--- config.mk ---
export PLATFORM = sky130hd
export DESIGN_NAME = spi_tx_byte_feeder_flat
export DESIGN_NICKNAME = d
export VERILOG_FILES = /design/src/rtl/spi_tx_byte_feeder_if.sv /design/src/rtl/spi_tx_byte_feeder.sv /design/src/flat_wrapper.sv
export SDC_FILE = /design/constraint.sdc
export NUM_CORES = 1
export LEC_CHECK = 0
export ABC_AREA = 1
export CAP_MARGIN = 20
export CORE_MARGIN = 5
export CORE_UTILIZATION = 53
export CTS_CLUSTER_SIZE = 28
export DETAILED_ROUTE_END_ITERATION = 10
export PLACE_DENSITY = 0.76
export SYNTH_ARGS = -nofsm -noshare
export SYNTH_HDL_FRONTEND = slang
export SYNTH_SLANG_ARGS = --single-unit
--- constraint.sdc ---
create_clock -name i_SCK -period 2 [get_ports i_SCK]
set_input_delay 0.4 -clock i_SCK [delete_from_list [all_inputs] [get_ports i_SCK]]
set_output_delay 0.4 -clock i_SCK [all_outputs]
set_load 0.01 [all_outputs]
--- src/rtl/spi_tx_byte_feeder_if.sv ---
// Bundle between the OLED byte producers / serializer and the byte feeder.
// The feeder itself uses the slave view; upstream logic or a bench uses master.
interface spi_tx_byte_feeder_if #(
  parameter int WIDTH = 8,
  parameter int DEPTH = 8
);
  localparam int LVL_W = $clog2(DEPTH) + 1;

  logic             wr;
  logic [WIDTH-1:0] wr_data;
  logic             wr_dc;
  logic             tx_final;
  logic             start;
  logic [WIDTH-1:0] data;
  logic             dc;
  logic             cs;
  logic             full;
  logic             empty;
  logic [LVL_W-1:0] level;
  logic             ovf;
  logic             sync_err;

  modport master (
    output wr, wr_data, wr_dc, tx_final,
    input  start, data, dc, cs, full, empty, level, ovf, sync_err
  );

  modport slave (
    input  wr, wr_data, wr_dc, tx_final,
    output start, data, dc, cs, full, empty, level, ovf, sync_err
  );
endinterface

--- src/rtl/spi_tx_byte_feeder.sv ---
// Queues {D/C, byte} entries for the SSD1331 and reloads the serializer exactly at
// its byte-accept points so queued bytes go out back-to-back; drives chip-select.
module spi_tx_byte_feeder #(
  parameter int WIDTH = 8,
  parameter int DEPTH = 8
) (
  input  logic                   i_SCK,
  input  logic                   i_RST,
  spi_tx_byte_feeder_if.slave    bus
);

  localparam int LVL_W = $clog2(DEPTH) + 1;
  localparam int PTR_W = (DEPTH > 1) ? $clog2(DEPTH) : 1;
  localparam int CNT_W = $clog2(WIDTH);

  typedef enum logic [1:0] {
    IDLE  = 2'd0,
    SEND  = 2'd1,
    DRAIN = 2'd2
  } state_t;

  // FIFO storage and bookkeeping
  logic [WIDTH:0]   mem [DEPTH];
  logic [PTR_W-1:0] wr_ptr;
  logic [PTR_W-1:0] rd_ptr;
  logic [LVL_W-1:0] level;
  logic             full;
  logic             empty;
  logic             push;
  logic             pop;
  logic             ovf;

  // Transfer sequencing
  state_t           state;
  state_t           state_n;
  logic [CNT_W-1:0] cnt;
  logic [CNT_W-1:0] cnt_n;
  logic             first;
  logic             first_n;
  logic             chk;
  logic             chk_n;
  logic             boundary;
  logic             sync_err;

  // Registered serializer-facing outputs
  logic             start;
  logic             start_n;
  logic [WIDTH-1:0] data;
  logic [WIDTH-1:0] data_n;
  logic             dc;
  logic             dc_n;
  logic             cs;
  logic             cs_n;

  assign full  = (level == LVL_W'(DEPTH));
  assign empty = (level == '0);
  assign push  = bus.wr & ~full;

  // First byte after an idle load is accepted one edge early by the serializer.
  assign boundary = first ? (cnt == CNT_W'(WIDTH - 2)) : (cnt == CNT_W'(WIDTH - 1));

  always_ff @(posedge i_SCK) begin
    if (push) begin
      mem[wr_ptr] <= {bus.wr_dc, bus.wr_data};
    end
  end

  always_ff @(posedge i_SCK or posedge i_RST) begin
    if (i_RST) begin
      wr_ptr <= '0;
      rd_ptr <= '0;
      level  <= '0;
      ovf    <= 1'b0;
    end else begin
      if (push) begin
        wr_ptr <= wr_ptr + 1'b1;
      end
      if (pop) begin
        rd_ptr <= rd_ptr + 1'b1;
      end
      level <= level + LVL_W'(push) - LVL_W'(pop);
      // Fullness is judged before any same-edge pop, so the write is still lost.
      if (bus.wr && full) begin
        ovf <= 1'b1;
      end
    end
  end

  always_ff @(posedge i_SCK or posedge i_RST) begin
    if (i_RST) begin
      state    <= IDLE;
      cnt      <= '0;
      first    <= 1'b0;
      chk      <= 1'b0;
      sync_err <= 1'b0;
      start    <= 1'b0;
      data     <= '0;
      dc       <= 1'b0;
      cs       <= 1'b1;
    end else begin
      state <= state_n;
      cnt   <= cnt_n;
      first <= first_n;
      chk   <= chk_n;
      start <= start_n;
      data  <= data_n;
      dc    <= dc_n;
      cs    <= cs_n;
      if (chk && !bus.tx_final) begin
        sync_err <= 1'b1;
      end
    end
  end

  always_comb begin
    state_n = state;
    cnt_n   = cnt;
    first_n = first;
    pop     = 1'b0;
    case (state)
      IDLE: begin
        if (!empty) begin
          pop     = 1'b1;
          cnt_n   = '0;
          first_n = 1'b1;
          state_n = SEND;
        end
      end
      SEND: begin
        cnt_n = cnt + 1'b1;
        if (boundary) begin
          if (!empty) begin
            pop     = 1'b1;
            cnt_n   = '0;
            first_n = 1'b0;
          end else begin
            state_n = DRAIN;
          end
        end
      end
      DRAIN: begin
        state_n = IDLE;
      end
      default: begin
        state_n = IDLE;
      end
    endcase
  end

  always_comb begin
    start_n = start;
    data_n  = data;
    dc_n    = dc;
    cs_n    = cs;
    chk_n   = 1'b0;
    case (state)
      IDLE: begin
        start_n = 1'b0;
        cs_n    = 1'b1;
        if (!empty) begin
          start_n        = 1'b1;
          cs_n           = 1'b0;
          {dc_n, data_n} = mem[rd_ptr];
        end
      end
      SEND: begin
        cs_n = 1'b0;
        if (boundary) begin
          chk_n = 1'b1;
          if (!empty) begin
            start_n        = 1'b1;
            {dc_n, data_n} = mem[rd_ptr];
          end else begin
            start_n = 1'b0;
          end
        end
      end
      DRAIN: begin
        start_n = 1'b0;
        cs_n    = 1'b1;
      end
      default: begin
        start_n = 1'b0;
        cs_n    = 1'b1;
      end
    endcase
  end

  assign bus.start    = start;
  assign bus.data     = data;
  assign bus.dc       = dc;
  assign bus.cs       = cs;
  assign bus.full     = full;
  assign bus.empty    = empty;
  assign bus.level    = level;
  assign bus.ovf      = ovf;
  assign bus.sync_err = sync_err;

endmodule

--- src/flat_wrapper.sv ---
// flat-port wrapper written by rule: the top's interface ports become plain ports
module spi_tx_byte_feeder_flat 
#(
  parameter int WIDTH = 8,
  parameter int DEPTH = 8
)
  (i_SCK, i_RST, bus_wr, bus_wr_data, bus_wr_dc, bus_tx_final, bus_start, bus_data, bus_dc, bus_cs, bus_full, bus_empty, bus_level, bus_ovf, bus_sync_err);
  spi_tx_byte_feeder_if #(.WIDTH(WIDTH), .DEPTH(DEPTH)) bus_i ();
  input  logic i_SCK;
  input  logic i_RST;
  input wire logic [$bits(bus_i.wr)-1:0] bus_wr;
  input wire logic [$bits(bus_i.wr_data)-1:0] bus_wr_data;
  input wire logic [$bits(bus_i.wr_dc)-1:0] bus_wr_dc;
  input wire logic [$bits(bus_i.tx_final)-1:0] bus_tx_final;
  output wire logic [$bits(bus_i.start)-1:0] bus_start;
  output wire logic [$bits(bus_i.data)-1:0] bus_data;
  output wire logic [$bits(bus_i.dc)-1:0] bus_dc;
  output wire logic [$bits(bus_i.cs)-1:0] bus_cs;
  output wire logic [$bits(bus_i.full)-1:0] bus_full;
  output wire logic [$bits(bus_i.empty)-1:0] bus_empty;
  output wire logic [$bits(bus_i.level)-1:0] bus_level;
  output wire logic [$bits(bus_i.ovf)-1:0] bus_ovf;
  output wire logic [$bits(bus_i.sync_err)-1:0] bus_sync_err;
  assign bus_i.wr = bus_wr;
  assign bus_i.wr_data = bus_wr_data;
  assign bus_i.wr_dc = bus_wr_dc;
  assign bus_i.tx_final = bus_tx_final;
  assign bus_start = bus_i.start;
  assign bus_data = bus_i.data;
  assign bus_dc = bus_i.dc;
  assign bus_cs = bus_i.cs;
  assign bus_full = bus_i.full;
  assign bus_empty = bus_i.empty;
  assign bus_level = bus_i.level;
  assign bus_ovf = bus_i.ovf;
  assign bus_sync_err = bus_i.sync_err;
  spi_tx_byte_feeder #(.WIDTH(WIDTH), .DEPTH(DEPTH)) u_core (.i_SCK(i_SCK), .i_RST(i_RST), .bus(bus_i));
endmodule
==> flow_summary.yaml, run 1 <==
run_status:
  run_status: "complete, no violations"
clocking:
  cts_tree: "built"
  clockRootBuffer: "clkbuf_8"
  path_clk_slew_ns: 0.10
  clockBufferDepth: 2
  clock_latency_ns: 0.37
  clock-sinks: 102
  numCtsBuffers: 9
  htreeDepth: 3
power_and_ir_drop:
  ir_worst_vdd_uv: 690.4
  internal_power_mw: 4.443
  power_frac_seq_pct: 42.3
  leakage_nw: 2.262
  netSwitchingPower_mw: 2.727
  p_clk_share_pct: 18.1
  comb_power_share_pct: 39.6
  switching_share_pct: 38.04
  power_density_nw_per_um2: 1392
sta:
  setup_slack_ns: 0.08290
  timing.fmax_mhz: 521.6
  drv_slew: 0
  worst_pin_slew_ns: 0.5901
  setup_viol: 0
  layout_min_cycle_time_ns: 1.917
  clock_skew_ns: 0.01177
  relSlewSlack_pct: 60.60
  finalHoldViolCount: 0
  post-route-period-util_pct: 95.86
setup_path:
  worstPathRequired_ns: 1.60
  r2r_cells: 10
  critPathKind: "flip-flop to output port"
  end_kind: "output port"
  startpoint_type: "flip-flop"
  crit_arrival_ns: 1.52
  crit_fanout: 4
floorplanning:
  die-area_um2: 10360
  initial_core_util_pct: 54.35
  core.rowCount: 33
  fp.coreArea_um2: 8217
  io_pins: 32
  die_h_um: 101.8
  die_w_um: 101.8
detailed_routing:
  ant_nets: 0
  drtPass1Iterations: 6
  drt-initial-drc-count: 273
  drcViolationCount: 0
  totalWireLength_mm: 9.600
  vias_per_cell: 5.261
  wire_per_inst_um: 16.70
  vias: 3025
logic_synthesis:
  synth_warnings: 0
  synth.avg_cell_area_um2: 10.58
  synth_cell_type_count: 31
  synth_area_um2: 4466
  ys_ff_latch: 102
  yosys.area.top_type: "edfxtp_1"
  yosysSeqAreaShare_pct: 65.26
  synth_nets: 445
  netlist_instances: 422
  synth_top_area_share_pct: 48.42
  synth.area.top_cells: "edfxtp_1 (48%), dfrtp_1 (16%), nand2_1 (13%)"
global_route:
  grtUsageTotal_pct: 19.95
  grt_first_pass_wirelength_mm: 15.24
  grt_max_degree: 39
  overflow: 0
  grt_pass1_vias: 2944
  antenna_found_initial: 0
cells_and_area:
  fin_area_um2: 5152
  final_cells: 575
  drive_gt1_share_pct: 12.77
  final_nets: 488
  antennaDiodeCount: 0
  fillCellCount: 663
  area_growth_pct: 15.38
flow_run:
  drv_cap: 0
place:
  placed_cell_area_um2: 4943
  dp_hpwl_mm: 6.772
  port_buffers: 31
  gp_congestion: 0.9583
  dp.cells: 558
  dp_slack_ns: 0.06450
worst_hold_path:
  min_path_type: "primary input to asynchronous set/reset pin"
## final timing paths
| kind | to | slack, ns | startpoint |
|---|---|---|---|
| min in group i_SCK | u_core.bus.data[2] | 0.49 | u_core.bus.data[2] |
| hold / removal | u_core.cnt[1] | 0.39 | i_RST |
| setup reg to reg | u_core.bus.level[2] | 0.09 | u_core.bus.level[3] |
| hold reg to reg | u_core.bus.data[2] | 0.49 | u_core.bus.data[2] |
| max in group asynchronous | u_core.bus.cs | 1.30 | i_RST |
| setup / recovery | bus_empty | 0.08 | u_core.bus.level[3] |
## cell families after synthesis
group / synth area share, %
AOI/OAI and AO/OA: 1.513
and+or+nand+nor: 22.28
DFF: 65.26
xor gates and xnor gates: 0.9808
adders and majority gates: 2.970
buffers and inverters: 7.005
## area by class of cell
type	instances	area (µm²)	share of cell area (%)
clock inverter	4	37.54	0.7285
tap	105	131.4	2.550
timing repair buffer	45	412.9	8.014
sequential	102	2914	56.56
multi-input combinational	252	1284	24.91
inverter	55	206.4	4.007
clock buffer	12	166.4	3.230
## cells in the mapped netlist, drive strengths merged
master  count
nor3        1
dfstp       1
fa          1
ha          9
buf        13
nand2     162
or2         1
clkinv      1
nor2       12
o21ai       5
xnor2       2
nor4        1
inv        54
nand4       1
nand3      49
o21bai      1
dfrtp      29
edfxtp     72
xor2        3
a21oi       3
a31o        1
## registers in the layout, summed over array words and instances, names as in the netlist
signal               cells
u_core.bus.ovf           1
u_core.rd_ptr            3
u_core.bus.dc            1
u_core.first             1
u_core.cnt               3
u_core.bus.cs            1
u_core.chk               1
u_core.mem              72
u_core.state             2
u_core.bus.level         4
u_core.bus.sync_err      1
u_core.bus.start         1
u_core.bus.data          8
u_core.wr_ptr            3
## critical path: stages (launching register included)
cell,delay (ns)
dfrtp_1,0.42
inv_2,0.08
ha_4,0.15
nand2_1,0.11
inv_1,0.12
dlygate4sd2_1,0.27
## layout by cell type (no fill, tap or decap), drive strengths merged
master           n
a21oi            3
a31o             1
buf             14
clkbuf          12
clkdlybuf4s50   29
clkinv           3
dfrtp           29
dfstp            1
dlygate4sd2      2
edfxtp          72
fa               1
ha               9
inv             56
nand2          162
nand3           49
nand4            1
nor2            12
nor3             1
nor4             1
o21ai            5
o21bai           1
or2              1
xnor2            2
xor2             3
## power by group through the flow
stage	clock (mW)	sequential (mW)	combinational (mW)
2_1_floorplan	0	3.08	1.93
6_report	1.30	3.03	2.84
3_3_place_gp	0	3.06	2.73
5_1_grt	1.40	3.08	3.17
3_5_place_dp	0	3.08	2.81
4_1_cts	1.30	3.03	2.82
## layer usage
| layer | share of wire (%) | vias to the layer above | global-route usage (%) |
|---|---|---|---|
| li1 | - | 1439 | - |
| met5 | 0 | - | 0 |
| met4 | 1.2 | 0 | 4.806 |
| met2 | 48 | 109 | 31.79 |
| met1 | 44 | 1466 | 28.37 |
| met3 | 6.3 | 11 | 4.063 |
## metrics by stage
stage               util, %     TNS (ns)  hold slack [ns]  total power [mW]
floorplan                 -     -0.04968           0.4631             5.008
global placement      60.16            0           0.4579             5.787
detailed placement    60.16            0           0.4659             5.888
CTS                   62.62            0           0.4054             7.156
global route          62.71  -0.00007727           0.4499             7.647
finish                62.71            0           0.3879             7.170
## repair_timing
item                                    4_1_cts  5_1_grt
endpoints found under the setup margin        2        3
resized for setup                             2        0
hold buffers                                  0        0
setup buffers                                 0        1
No activity file was read; power rests on OpenSTA's default activity.
==> run 2: changes to the inputs <==
- CORE_MARGIN: 5 -> 10
==> flow_summary.yaml, run 2 (synthesis results as in run 1) <==
run_status:
  run_status: "complete, no violations"
floorplanning:
  die-area_um2: 12500
  io_pins: 32
  die_w_um: 111.8
  die_h_um: 111.8
  core.rowCount: 33
  initial_core_util_pct: 54.35
  fp.coreArea_um2: 8217
global_route:
  antenna_found_initial: 0
  grt_pass1_vias: 2801
  grtUsageTotal_pct: 14.76
  grt_max_degree: 39
  grt_first_pass_wirelength_mm: 14.57
  overflow: 0
setup_path:
  r2r_cells: 10
  crit_fanout: 4
  crit_arrival_ns: 2.17
  worst_path_max_delay_cell: "dfrtp_1"
  path_common_cell: "ha_4"
  crit_chain: "inv_2 -> ha_4 -> a21oi_4 -> nand2_2 -> nand2_4 -> ha_4 -> inv_2 -> ha_4 -> fa_2 -> xor2_1"
  startpoint_type: "flip-flop"
  end_kind: "flip-flop"
  worstPathRequired_ns: 2.26
  cpPeakStageDelay_ns: 0.40
  critPathKind: "flip-flop to flip-flop"
clocking:
  postCtsHoldBufs: 0
  clockBufferDepth: 2
  htreeDepth: 3
  clock-sinks: 102
  cts_tree: "built"
  path_clk_slew_ns: 0.10
  clockRootBuffer: "clkbuf_8"
  clock_latency_ns: 0.37
  numCtsBuffers: 9
sta:
  finalHoldViolCount: 0
  layout_min_cycle_time_ns: 1.909
  worst_pin_slew_ns: 0.5891
  clock_skew_ns: 0.01079
  rsz0062_at_grt: "false"
  timing.fmax_mhz: 523.9
  drv_slew: 0
  post-route-period-util_pct: 95.43
  relSlewSlack_pct: 60.67
  tns_ns: 0
  setup_viol: 0
power_and_ir_drop:
  p_clk_share_pct: 19.9
  leakage_nw: 2.269
  comb_power_share_pct: 38.6
  switching_share_pct: 37.15
  netSwitchingPower_mw: 2.701
  power_frac_seq_pct: 41.6
  ir_worst_vdd_uv: 839.7
  power_density_nw_per_um2: 1404
  internal_power_mw: 4.568
cells_and_area:
  top_regs: "u_core.mem (72), u_core.bus.data (8), u_core.bus.level (4)"
  final_common_cell: "nand2_1"
  final_nets: 487
  final_cells: 574
  largest_register: "u_core.mem"
  most-common-layout-cells: "nand2_1 (156), edfxtp_1 (72), inv_1 (48)"
  drive_gt1_share_pct: 12.79
  area_growth_pct: 15.97
  fin_util_pct: 63.03
  largest_reg_flops: 72
  antennaDiodeCount: 0
  fillCellCount: 634
place:
  gp_congestion: 0.9731
  port_buffers: 31
  dp_hpwl_mm: 6.692
  dp.cells: 558
detailed_routing:
  wire_per_inst_um: 16.30
  vias_per_cell: 5.179
  drcViolationCount: 0
  vias: 2973
  totalWireLength_mm: 9.354
  drtPass1Iterations: 5
  ant_nets: 0
  drt-initial-drc-count: 229
worst_hold_path:
  min_path_type: "primary input to asynchronous set/reset pin"
flow_run:
  drv_cap: 0
==> run 2: final cells by class <==
type	count	area (µm²)	area share (%)
multi-input cells	252	1284	24.79
well taps	105	131.4	2.537
clock buffers	9	123.9	2.392
clock inverters	7	101.3	1.957
repair buffers	44	417.9	8.070
inverters	55	206.4	3.986
flip-flops and latches	102	2914	56.27
==> run 2: what timing repair did <==
item,4_1_cts,5_1_grt
setup endpoints to repair,2,0
hold endpoints to repair,0,0
setup buffers,0,0
resized for setup,2,0
==> run 2: stage by stage <==
step / instance area [µm²] / power, mW / hold slack [ns] / setup WS (ns)
finish: 5179 / 7.268 / 0.3559 / 0.09142
global route: 5179 / 7.744 / 0.3649 / 0.003634
CTS: 5179 / 7.297 / 0.3559 / 0.08369
detailed placement: 4956 / 5.876 / 0.4684 / 0.06955
global placement: 4956 / 5.788 / 0.4569 / 0.07979
floorplan: 4511 / 5.008 / 0.4631 / -0.03185
==> run 2: worst paths after layout <==
check	from	to	slack, ns
setup / recovery	u_core.bus.level[2]	u_core.bus.level[2]	0.09
max in group asynchronous	i_RST	u_core.bus.cs	1.41
min in group i_SCK	u_core.bus.ovf	u_core.bus.ovf	0.49
hold / removal	i_RST	u_core.cnt[1]	0.36
setup reg to reg	u_core.bus.level[2]	u_core.bus.level[2]	0.09
hold reg to reg	u_core.bus.ovf	u_core.bus.ovf	0.49
==> run 2: worst max-delay path: cells and delay by family (launching register included) <==
family / cells / cell delay (ns)
buffers and inverters: 2 / 0.13
and+or+nand+nor: 2 / 0.16
DFF: 1 / 0.40
adders and majority gates: 4 / 0.90
xor gates and xnor gates: 1 / 0.14
AOI/OAI and AO/OA: 1 / 0.06
==> run 2: layer usage <==
layer	track usage, %	wire (µm)	vias to the layer above
met5	0	0	-
met2	23.62	4436	111
li1	-	-	1437
met4	5.141	151	0
met3	3.382	685	14
met1	19.21	4079	1411
==> run 2: power by group through the flow <==
stage | clock network (mW) | logic (mW) | registers (mW)
2_1_floorplan | 0 | 1.93 | 3.08
3_3_place_gp | 0 | 2.73 | 3.05
3_5_place_dp | 0 | 2.80 | 3.07
4_1_cts | 1.46 | 2.81 | 3.03
5_1_grt | 1.54 | 3.12 | 3.08
6_report | 1.44 | 2.80 | 3.02
==> run 3: changes to the inputs <==
- SETUP_SLACK_MARGIN: not set -> 0.3
==> flow_summary.yaml, run 3 (synthesis results as in run 1) <==
global_route:
  overflow: 0
  grt_pass1_vias: 2962
  grt_first_pass_wirelength_mm: 15.49
  grtUsageTotal_pct: 15.27
  grt_max_degree: 39
  antenna_found_initial: 0
cells_and_area:
  fin_util_pct: 66.42
  final_common_cell: "nand2_1"
  top_regs: "u_core.mem (72), u_core.bus.data (8), u_core.bus.level (4)"
  area_growth_pct: 22.22
  final_cells: 589
  antennaDiodeCount: 0
  most-common-layout-cells: "nand2_1 (152), edfxtp_1 (72), inv_1 (45)"
  fin_area_um2: 5458
  fillCellCount: 604
  drive_gt1_share_pct: 19.21
  final_nets: 502
  largest_register: "u_core.mem"
  largest_reg_flops: 72
clocking:
  htreeDepth: 3
  clockBufferDepth: 2
  cts_tree: "built"
  clockRootBuffer: "clkbuf_8"
  clock_latency_ns: 0.36
  numCtsBuffers: 9
  path_clk_slew_ns: 0.10
  clock-sinks: 102
setup_path:
  cpPeakStageDelay_ns: 0.44
  worst_path_max_delay_cell: "dfrtp_2"
  startpoint_type: "flip-flop"
  crit_fanout: 3
  critPathKind: "flip-flop to flip-flop"
  r2r_slack_ns: 0.06
  crit_arrival_ns: 2.19
  crit_chain: "nor2_4 -> buf_6 -> a21oi_4 -> nand2_2 -> nand2_4 -> ha_4 -> inv_2 -> ha_4 -> fa_2 -> xor2_1"
  path_common_cell: "ha_4"
  end_kind: "flip-flop"
  worstPathRequired_ns: 2.25
sta:
  tns_ns: 0
  relSlewSlack_pct: 58.53
  setup_viol: 0
  setup_slack_ns: 0.06378
  drv_slew: 0
  layout_min_cycle_time_ns: 1.936
  whs_ns: 0.3994
  finalHoldViolCount: 0
  post-route-period-util_pct: 96.81
  timing.fmax_mhz: 516.5
  worst_pin_slew_ns: 0.6211
  clock_skew_ns: 0.01173
  rsz0062_at_grt: "true"
power_and_ir_drop:
  power_density_nw_per_um2: 1410
  ir_worst_vdd_uv: 620.4
  netSwitchingPower_mw: 3.022
  power_frac_seq_pct: 39.5
  switching_share_pct: 39.28
  p_clk_share_pct: 16.8
  comb_power_share_pct: 43.7
  power_mw: 7.694
  leakage_nw: 2.401
  internal_power_mw: 4.672
place:
  placed_cell_area_um2: 4949
  dp_hpwl_mm: 6.309
  dp_slack_ns: 0.008231
  dp.cells: 550
  port_buffers: 31
  gp_congestion: 0.8431
floorplanning:
  core.rowCount: 33
  die_w_um: 111.8
  die_h_um: 111.8
  initial_core_util_pct: 54.35
  die-area_um2: 12500
  fp.coreArea_um2: 8217
  io_pins: 32
detailed_routing:
  drcViolationCount: 0
  totalWireLength_mm: 9.818
  vias: 3097
  vias_per_cell: 5.258
  drtPass1Iterations: 5
  ant_nets: 0
  drt-initial-drc-count: 270
  wire_per_inst_um: 16.67
flow_run:
  drv_cap: 0
worst_hold_path:
  min_path_type: "primary input to asynchronous set/reset pin"
run_status:
  run_status: "complete, no violations"
[run 3: cell type report]
type	count	area (µm²)	area share, %
flip-flops and latches	102	2915	53.42
multi-input cells	259	1471	26.96
repair buffers	52	535.5	9.812
inverters	55	209.0	3.829
well taps	105	131.4	2.407
clock buffers	9	123.9	2.270
clock inverters	7	71.32	1.307
[run 3: worst max-delay path: cells and delay by family (launching register included)]
family | cells | cell delay, ns
adders and majority gates | 3 | 0.74
AOI/OAI and AO/OA | 1 | 0.06
xor gates and xnor gates | 1 | 0.14
and+or+nand+nor | 3 | 0.29
DFF | 1 | 0.44
buffers and inverters | 2 | 0.15
[run 3: worst paths after layout]
path,start,to,cells after the start
worst max-delay path,u_core.bus.level[1],u_core.bus.level[2],10
worst min-delay path,i_RST,u_core.bus.ovf,3
worst max register to register,u_core.bus.level[1],u_core.bus.level[2],10
worst min register to register,u_core.bus.data[5],u_core.bus.data[5],2
max in group asynchronous,i_RST,u_core.bus.cs,3
min in group i_SCK,u_core.bus.data[5],u_core.bus.data[5],2
[run 3: what timing repair did]
item / in CTS / in global routing
buffers inserted: 8 / 7
pin swaps: 17 / 12
hold buffers: 0 / 0
setup endpoints to repair: 81 / 78
cloned: 7 / 1
gates resized for setup: 22 / 26
[run 3: power groups by stage]
| stage | logic (mW) | registers, mW | clock network (mW) |
|---|---|---|---|
| final | 3.36 | 3.04 | 1.29 |
| after global routing | 3.72 | 3.09 | 1.40 |
| after CTS | 3.12 | 3.03 | 1.31 |
| after detailed placement | 2.88 | 3.08 | 0 |
| after global placement | 2.77 | 3.06 | 0 |
| after floorplan | 2.03 | 3.08 | 0 |
[run 3: metal layers]
metal | wire length [µm] | up-vias | global-route usage [%]
li1 | - | 1477 | -
met1 | 4229 | 1461 | 20.67
met2 | 4658 | 144 | 24.01
met3 | 756 | 15 | 3.060
met4 | 173 | 0 | 4.884
met5 | 0 | - | 0
